`src/rtl/call_display_driver_pkg.sv`:
```
// Shared definitions for call_display_driver: state encodings, active-low segment
// patterns, valid counter-id range and the constant-compare decimal split.
package call_display_driver_pkg;

  localparam logic [1:0] IDLE  = 2'd0;
  localparam logic [1:0] BLINK = 2'd1;
  localparam logic [1:0] SHOW  = 2'd2;

  localparam logic [6:0] SEG_BLANK = 7'h7F;
  localparam logic [6:0] SEG_DASH  = 7'b0111111;

  localparam logic [6:0] SEG_LET_A = 7'b0001000;
  localparam logic [6:0] SEG_LET_B = 7'b0000011;
  localparam logic [6:0] SEG_LET_C = 7'b1000110;
  localparam logic [6:0] SEG_LET_D = 7'b0100001;
  localparam logic [6:0] SEG_LET_E = 7'b0000110;

  localparam logic [6:0] SEG_DIG_0 = 7'b1000000;
  localparam logic [6:0] SEG_DIG_1 = 7'b1111001;
  localparam logic [6:0] SEG_DIG_2 = 7'b0100100;
  localparam logic [6:0] SEG_DIG_3 = 7'b0110000;
  localparam logic [6:0] SEG_DIG_4 = 7'b0011001;
  localparam logic [6:0] SEG_DIG_5 = 7'b0010010;
  localparam logic [6:0] SEG_DIG_6 = 7'b0000010;
  localparam logic [6:0] SEG_DIG_7 = 7'b1111000;
  localparam logic [6:0] SEG_DIG_8 = 7'b0000000;
  localparam logic [6:0] SEG_DIG_9 = 7'b0010000;

  localparam logic [3:0] ID_MIN = 4'd1;
  localparam logic [3:0] ID_MAX = 4'd5;

  // Symbol codes fed to seg7_encode: 0..9 digits, 10..14 letters A..E, 15 dash.
  localparam logic [3:0] SYM_LETTER_BASE = 4'd9;
  localparam logic [3:0] SYM_DASH        = 4'd15;

  // Returns {tens[2:0], units[3:0]} for a 0..63 value using fixed subtract steps.
  function automatic logic [6:0] splitDecimal(input logic [5:0] n);
    logic [5:0] r;
    logic [2:0] t;
    r = n;
    t = 3'd0;
    if (r >= 6'd40) begin r = r - 6'd40; t = t + 3'd4; end
    if (r >= 6'd20) begin r = r - 6'd20; t = t + 3'd2; end
    if (r >= 6'd10) begin r = r - 6'd10; t = t + 3'd1; end
    return {t, r[3:0]};
  endfunction

endpackage

```
`src/rtl/call_display_driver_seg7_encode.sv`:
```
// seg7_encode: combinational symbol-to-pattern lookup for the call display
// (digits 0..9, letters A..E, dash, plus an explicit blank override).
module seg7_encode
  import call_display_driver_pkg::*;
(
  input  logic [3:0] sym,
  input  logic       blank,
  output logic [6:0] pattern
);

  always_comb begin
    pattern = SEG_BLANK;
    if (!blank) begin
      case (sym)
        4'd0:    pattern = SEG_DIG_0;
        4'd1:    pattern = SEG_DIG_1;
        4'd2:    pattern = SEG_DIG_2;
        4'd3:    pattern = SEG_DIG_3;
        4'd4:    pattern = SEG_DIG_4;
        4'd5:    pattern = SEG_DIG_5;
        4'd6:    pattern = SEG_DIG_6;
        4'd7:    pattern = SEG_DIG_7;
        4'd8:    pattern = SEG_DIG_8;
        4'd9:    pattern = SEG_DIG_9;
        4'd10:   pattern = SEG_LET_A;
        4'd11:   pattern = SEG_LET_B;
        4'd12:   pattern = SEG_LET_C;
        4'd13:   pattern = SEG_LET_D;
        4'd14:   pattern = SEG_LET_E;
        default: pattern = SEG_DASH;
      endcase
    end
  end

endmodule

```
`src/rtl/call_display_driver.sv`:
```
// call_display_driver: latches each valid call and shows "<letter>-<number>" on a
// 4-digit active-low multiplexed display, blinking after each call. Optional chime via CALL_DISPLAY_CHIME_EN.
module call_display_driver
  import call_display_driver_pkg::*;
#(
  parameter int SCAN_DIV    = 4,
  parameter int BLINK_DIV   = 8,
  parameter int BLINK_COUNT = 3
) (
  input  logic       clk,
  input  logic       rst,
  input  logic       call_valid,
  input  logic [3:0] counter_call,
  input  logic [5:0] number_service,
  output logic [6:0] seg,
  output logic [3:0] an,
`ifdef CALL_DISPLAY_CHIME_EN
  output logic       chime,
`endif
  output logic [1:0] dbgState
);

  localparam int PW = (SCAN_DIV > 1) ? $clog2(SCAN_DIV) : 1;
  localparam int BW = (BLINK_DIV > 1) ? $clog2(BLINK_DIV) : 1;
  localparam int CW = (BLINK_COUNT > 1) ? $clog2(BLINK_COUNT) : 1;
  localparam logic [PW-1:0] PSC_LAST   = PW'(SCAN_DIV - 1);
  localparam logic [BW-1:0] BLINK_LAST = BW'(BLINK_DIV - 1);
  localparam logic [CW-1:0] PAIR_LAST  = CW'(BLINK_COUNT - 1);

  logic [1:0]    state;
  logic [PW-1:0] psc;
  logic [1:0]    idx;
  logic [BW-1:0] blinkCnt;
  logic          phaseOff;
  logic [CW-1:0] pairCnt;
  logic [2:0]    latId;
  logic [5:0]    latNum;

  logic          callOk;
  logic [6:0]    digits;
  logic [3:0]    sym;
  logic          symBlank;
  logic [6:0]    segNext;
  logic [3:0]    anNext;
  logic          chimeNext;

  // call_valid is a single-cycle pulse with no ready: the display accepts every
  // valid call immediately, and an invalid counter id is dropped without effect.
  assign callOk   = call_valid && (counter_call >= ID_MIN) && (counter_call <= ID_MAX);
  assign dbgState = state;

  always_comb begin
    digits    = splitDecimal(latNum);
    sym       = SYM_DASH;
    symBlank  = 1'b0;
    if (state != IDLE) begin
      case (idx)
        2'd0:    sym = digits[3:0];
        2'd1:    begin
                   sym      = {1'b0, digits[6:4]};
                   symBlank = (digits[6:4] == 3'd0);
                 end
        2'd2:    sym = SYM_DASH;
        default: sym = SYM_LETTER_BASE + {1'b0, latId};
      endcase
    end
    // Blink OFF only gates the anodes; the segment scan keeps running.
    anNext    = (state == BLINK && phaseOff) ? 4'hF : ~(4'b0001 << idx);
    chimeNext = (state == BLINK) && !phaseOff;
  end

  seg7_encode u_seg7_encode (
    .sym     (sym),
    .blank   (symBlank),
    .pattern (segNext)
  );

  always_ff @(posedge clk) begin
    if (rst) begin
      state    <= IDLE;
      psc      <= '0;
      idx      <= 2'd0;
      blinkCnt <= '0;
      phaseOff <= 1'b0;
      pairCnt  <= '0;
      latId    <= 3'd0;
      latNum   <= 6'd0;
      seg      <= SEG_BLANK;
      an       <= 4'hF;
    end else begin
      if (psc == PSC_LAST) begin
        psc <= '0;
        idx <= idx + 2'd1;
      end else begin
        psc <= psc + 1'b1;
      end

      if (callOk) begin
        state    <= BLINK;
        latId    <= counter_call[2:0];
        latNum   <= number_service;
        blinkCnt <= '0;
        phaseOff <= 1'b0;
        pairCnt  <= '0;
      end else if (state == BLINK) begin
        if (blinkCnt == BLINK_LAST) begin
          blinkCnt <= '0;
          phaseOff <= ~phaseOff;
          if (phaseOff) begin
            if (pairCnt == PAIR_LAST) begin
              state   <= SHOW;
              pairCnt <= '0;
            end else begin
              pairCnt <= pairCnt + 1'b1;
            end
          end
        end else begin
          blinkCnt <= blinkCnt + 1'b1;
        end
      end

      seg <= segNext;
      an  <= anNext;
    end
  end

`ifdef CALL_DISPLAY_CHIME_EN
  always_ff @(posedge clk) begin
    if (rst) chime <= 1'b0;
    else     chime <= chimeNext;
  end
`else
  logic unusedChime;
  assign unusedChime = chimeNext;
`endif

endmodule

```
`config.mk`:
```
export PLATFORM = sky130hd
export DESIGN_NAME = call_display_driver
export DESIGN_NICKNAME = d
export VERILOG_FILES = /design/src/rtl/call_display_driver_pkg.sv /design/src/rtl/call_display_driver_seg7_encode.sv /design/src/rtl/call_display_driver.sv
export SDC_FILE = /design/constraint.sdc
export NUM_CORES = 1
export LEC_CHECK = 0
export ABC_AREA = 1
export BUFFER_PORTS_ARGS = -buffer_cell sky130_fd_sc_hd__buf_2
export CELL_PAD_IN_SITES_DETAIL_PLACEMENT = 1
export CELL_PAD_IN_SITES_GLOBAL_PLACEMENT = 2
export CORE_ASPECT_RATIO = 2
export CORE_MARGIN = 2
export CORE_UTILIZATION = 35
export CTS_CLUSTER_DIAMETER = 150
export DETAILED_ROUTE_END_ITERATION = 7
export PLACE_DENSITY = 0.82
export SKIP_CTS_REPAIR_TIMING = 1
export SLEW_MARGIN = 20
export SYNTH_ARGS = -nofsm -noshare
export SYNTH_HDL_FRONTEND = slang
export SYNTH_SLANG_ARGS = --single-unit
```
`constraint.sdc`:
```
create_clock -name clk -period 5.4 [get_ports clk]
set_input_delay 0.27 -clock clk [delete_from_list [all_inputs] [get_ports clk]]
set_output_delay 0.27 -clock clk [all_outputs]
set_load 0.1 [all_outputs]
```
==> impl_metrics.env <==
export IMPL_initial_core_util_pct=36.52
export IMPL_relSlewSlack_pct=67.48
export IMPL_cp_common_cell="nand2_1"
export IMPL_grt_setup_unrepaired="false"
export IMPL_io_pins=26
export IMPL_synthesis_yosys_warnings=0
export IMPL_place_gp_congestion=0.7970
export IMPL_drc=0
export IMPL_area_growth_syn_to_layout_pct=15.13
export IMPL_avgSynthCellArea_um2=7.389
export IMPL_grt_max_degree=14
export IMPL_max_slew_worst_pin_slew_ps=491.2
export IMPL_clkTransAtPathRegs_ps=70
export IMPL_worstPathMaxFanout=5
export IMPL_worstPathArrival_ps=2840
export IMPL_hold_violations=0
export IMPL_die_area_um2=6000
export IMPL_clk_latency_ps=280
export IMPL_critPathMaxStageDelay_ps=370
export IMPL_grt_pass1_vias=1790
export IMPL_antennaDiodeCount=0
export IMPL_internal_power_mw=0.4075
export IMPL_multiInputGateArea_um2=1079
export IMPL_status="completed"
export IMPL_dp_hpwl_mm=3.759
export IMPL_seq_area_um2=640.6
export IMPL_grt_ovfl_total=0
export IMPL_pre_cts_slack_ps=2726
export IMPL_path_cells="inv_1 > ha_1 > nand2_1 > nand2_1 > inv_1 > nand2_2 > nand2_2 > nand2_2 > nand2_2 > inv_2 > nand2_4 > nand2_4 > nand2_1 > nand3_1 > nand2_1 > nand2_1 > nand2_1 > inv_1 > ha_1 > inv_1 > nand3_1 > nand3_1 > nand3_1"
export IMPL_drv_slew=0
export IMPL_drt_iter0_markers=43
export IMPL_syn_num_nets=284
export IMPL_combPwrFrac_pct=30.9
export IMPL_clock_skew_ps=5.110
export IMPL_die_h_um=107.6
export IMPL_powerDensity_nw_per_um2=304.3
export IMPL_hold_path_class="primary input to flip-flop"
export IMPL_layout_drive_gt1_share_pct=20.00
export IMPL_p_switching_mw=0.2501
export IMPL_fin_ws_ps=2726
export IMPL_antenna_left=0
export IMPL_fmax_mhz=374.0
export IMPL_fin_util_pct=42.05
export IMPL_synth_seq_cells=32
export IMPL_finalSetupViolations=0
export IMPL_synth_cells=254
export IMPL_fin_area_um2=2161
export IMPL_cts_made_buffers=5
export IMPL_track_usage_pct=16.62
export IMPL_ff2ff_path_depth=23
export IMPL_min_path_cells=3
export IMPL_crit_type="flip-flop to flip-flop"
export IMPL_p_leak_nw=1.064
export IMPL_antenna_found_initial=0
export IMPL_htree_levels=2
export IMPL_wl_mm=4.504
export IMPL_synthesis_area_um2=1877
export IMPL_portBuffers=25
export IMPL_fill_cells=672
export IMPL_synth_seq_area_share_pct=34.13
export IMPL_swShare_pct=38.03
export IMPL_power_mw=0.6576
export IMPL_crit_slowest_cell="dfxtp_1"
export IMPL_grt_pass1_wl_mm=7.817
export IMPL_clock_sinks=32
export IMPL_fp_coreArea_um2=5139
export IMPL_viasPerCell=4.962
export IMPL_synth_cell_types=27
export IMPL_dpl_cell_area_um2=2067
export IMPL_via_count=1702
export IMPL_cts_buffer_depth=2
export IMPL_period_share_pct=49.52
export IMPL_cts_root_buf="clkbuf_8"
export IMPL_cts_tree="done"
export IMPL_dieWidth_um=55.78
export IMPL_p_seq_share_pct=39.5
export IMPL_rows=37
export IMPL_ir_drop_mv=0.2007
export IMPL_post_drt_wl_per_cell_um=13.13
export IMPL_final_setup_tns_ps=0
export IMPL_cp_end_kind="flip-flop"
export IMPL_period_needed_ps=2674
export IMPL_cp_start_kind="flip-flop"
export IMPL_nets=314
export IMPL_drt_pass1_iter_count=4
export IMPL_cp_required_ps=5560
export IMPL_drv_cap=0
export IMPL_clockPowerShare_pct=29.6
layout by cell type (no fill, tap or decap), types with 2 or more instances in the layout:
master / Yosys / layout
clkbuf_8: 0 / 6
nand3_2: 4 / 4
ha_1: 17 / 17
dfxtp_1: 32 / 32
o21ai_0: 11 / 11
nand2_1: 50 / 50
a21oi_1: 18 / 18
buf_2: 0 / 25
inv_2: 2 / 2
o31ai_1: 2 / 2
nor3b_1: 2 / 2
nand4_1: 2 / 2
inv_1: 37 / 37
nand2_4: 6 / 6
nand2_2: 10 / 10
nand3_1: 37 / 37
nor2_1: 11 / 11
Yosys cell counts:
cell / count / area [um^2]
clkinv_1: 1 / 3.750
nand2_2: 10 / 62.56
o21ai_0: 11 / 55.05
a21boi_4: 1 / 18.77
nand4_1: 2 / 12.51
o21ai_1: 1 / 5.000
xnor2_1: 1 / 8.760
nor3b_1: 2 / 15.01
and3_1: 1 / 6.260
inv_2: 2 / 7.510
dfxtp_1: 32 / 640.6
inv_1: 37 / 138.9
nand3_1: 37 / 185.2
nand3b_1: 1 / 7.510
and2_1: 1 / 6.260
nand2_4: 6 / 67.56
ha_1: 17 / 212.7
o31ai_1: 2 / 15.01
clkbuf_1: 2 / 7.510
o21bai_1: 1 / 7.510
nand3_2: 4 / 40.04
nor3_1: 1 / 5.000
nand2_1: 50 / 187.7
a21oi_2: 1 / 8.760
a21oi_1: 18 / 90.09
nand2_8: 1 / 20.02
nor2_1: 11 / 41.29
path summary, 6_finish.rpt:
path	slack [ps]	to	from
min	210	latNum[0]$_SDFFE_PP0P_	number_service[0]
min reg2reg	430	psc[0]$_SDFF_PP0_	psc[0]$_SDFF_PP0_
max reg2reg	2730	seg[0]$_SDFF_PP1_	latNum[3]$_SDFFE_PP0P_
max	2730	seg[0]$_SDFF_PP1_	latNum[3]$_SDFFE_PP0P_
final cells by class:
type	instances	area share, %
Multi-Input combinational cell	180	49.91
Sequential cell	32	29.65
Inverter	40	6.948
Timing Repair Buffer	25	5.790
Clock buffer	7	3.995
Tap cell	58	3.358
Clock inverter	1	0.3474
critical path, delay by kind of cell, from the launching register on:
family / cells / cell delay, ps
simple gates: 16 / 1300
fa+ha+maj: 2 / 500
buf+inv: 5 / 390
flops: 1 / 370
kinds of logic after synthesis:
family,Yosys count,share of synthesized area [%]
AO/OA/AOI/OAI,35,10.67
XOR/XNOR,1,0.4668
adder cells (fa/ha/maj),17,11.33
buffers and inverters,42,8.400
flip-flops,32,34.13
AND/OR/NAND/NOR,127,35.00
flip-flops by register name, summed over array words and instances (netlist names):
signal    count
dbgState      2
blinkCnt      3
an            4
latNum        6
phaseOff      1
seg           7
idx           2
pairCnt       2
psc           2
latId         3
stage by stage:
step           hold slack [ps]  instances
3_3_place_gp             415.4        335
3_5_place_dp             426.9        335
5_1_grt                  213.3        343
6_report                 208.5        343
2_1_floorplan            339.1        254
4_1_cts                  200.4        343
power by group through the flow:
| stage | clock network (mW) | logic (mW) | registers, mW |
|---|---|---|---|
| detailed placement | 0 | 0.208 | 0.266 |
| global placement | 0 | 0.206 | 0.265 |
| finish | 0.194 | 0.204 | 0.260 |
| floorplan | 0 | 0.106 | 0.325 |
| CTS | 0.202 | 0.208 | 0.260 |
| global route | 0.215 | 0.225 | 0.262 |
routing by layer:
layer	track usage (%)	up-vias	wire (um)	part of all wire (%)
met3	2.524	6	96	2.1
li1	-	876	-	-
met1	14.96	794	1666	37
met5	0	-	0	0
met4	6.446	0	76	1.7
met2	34.95	26	2664	59
No activity file was read; power rests on OpenSTA's default activity.
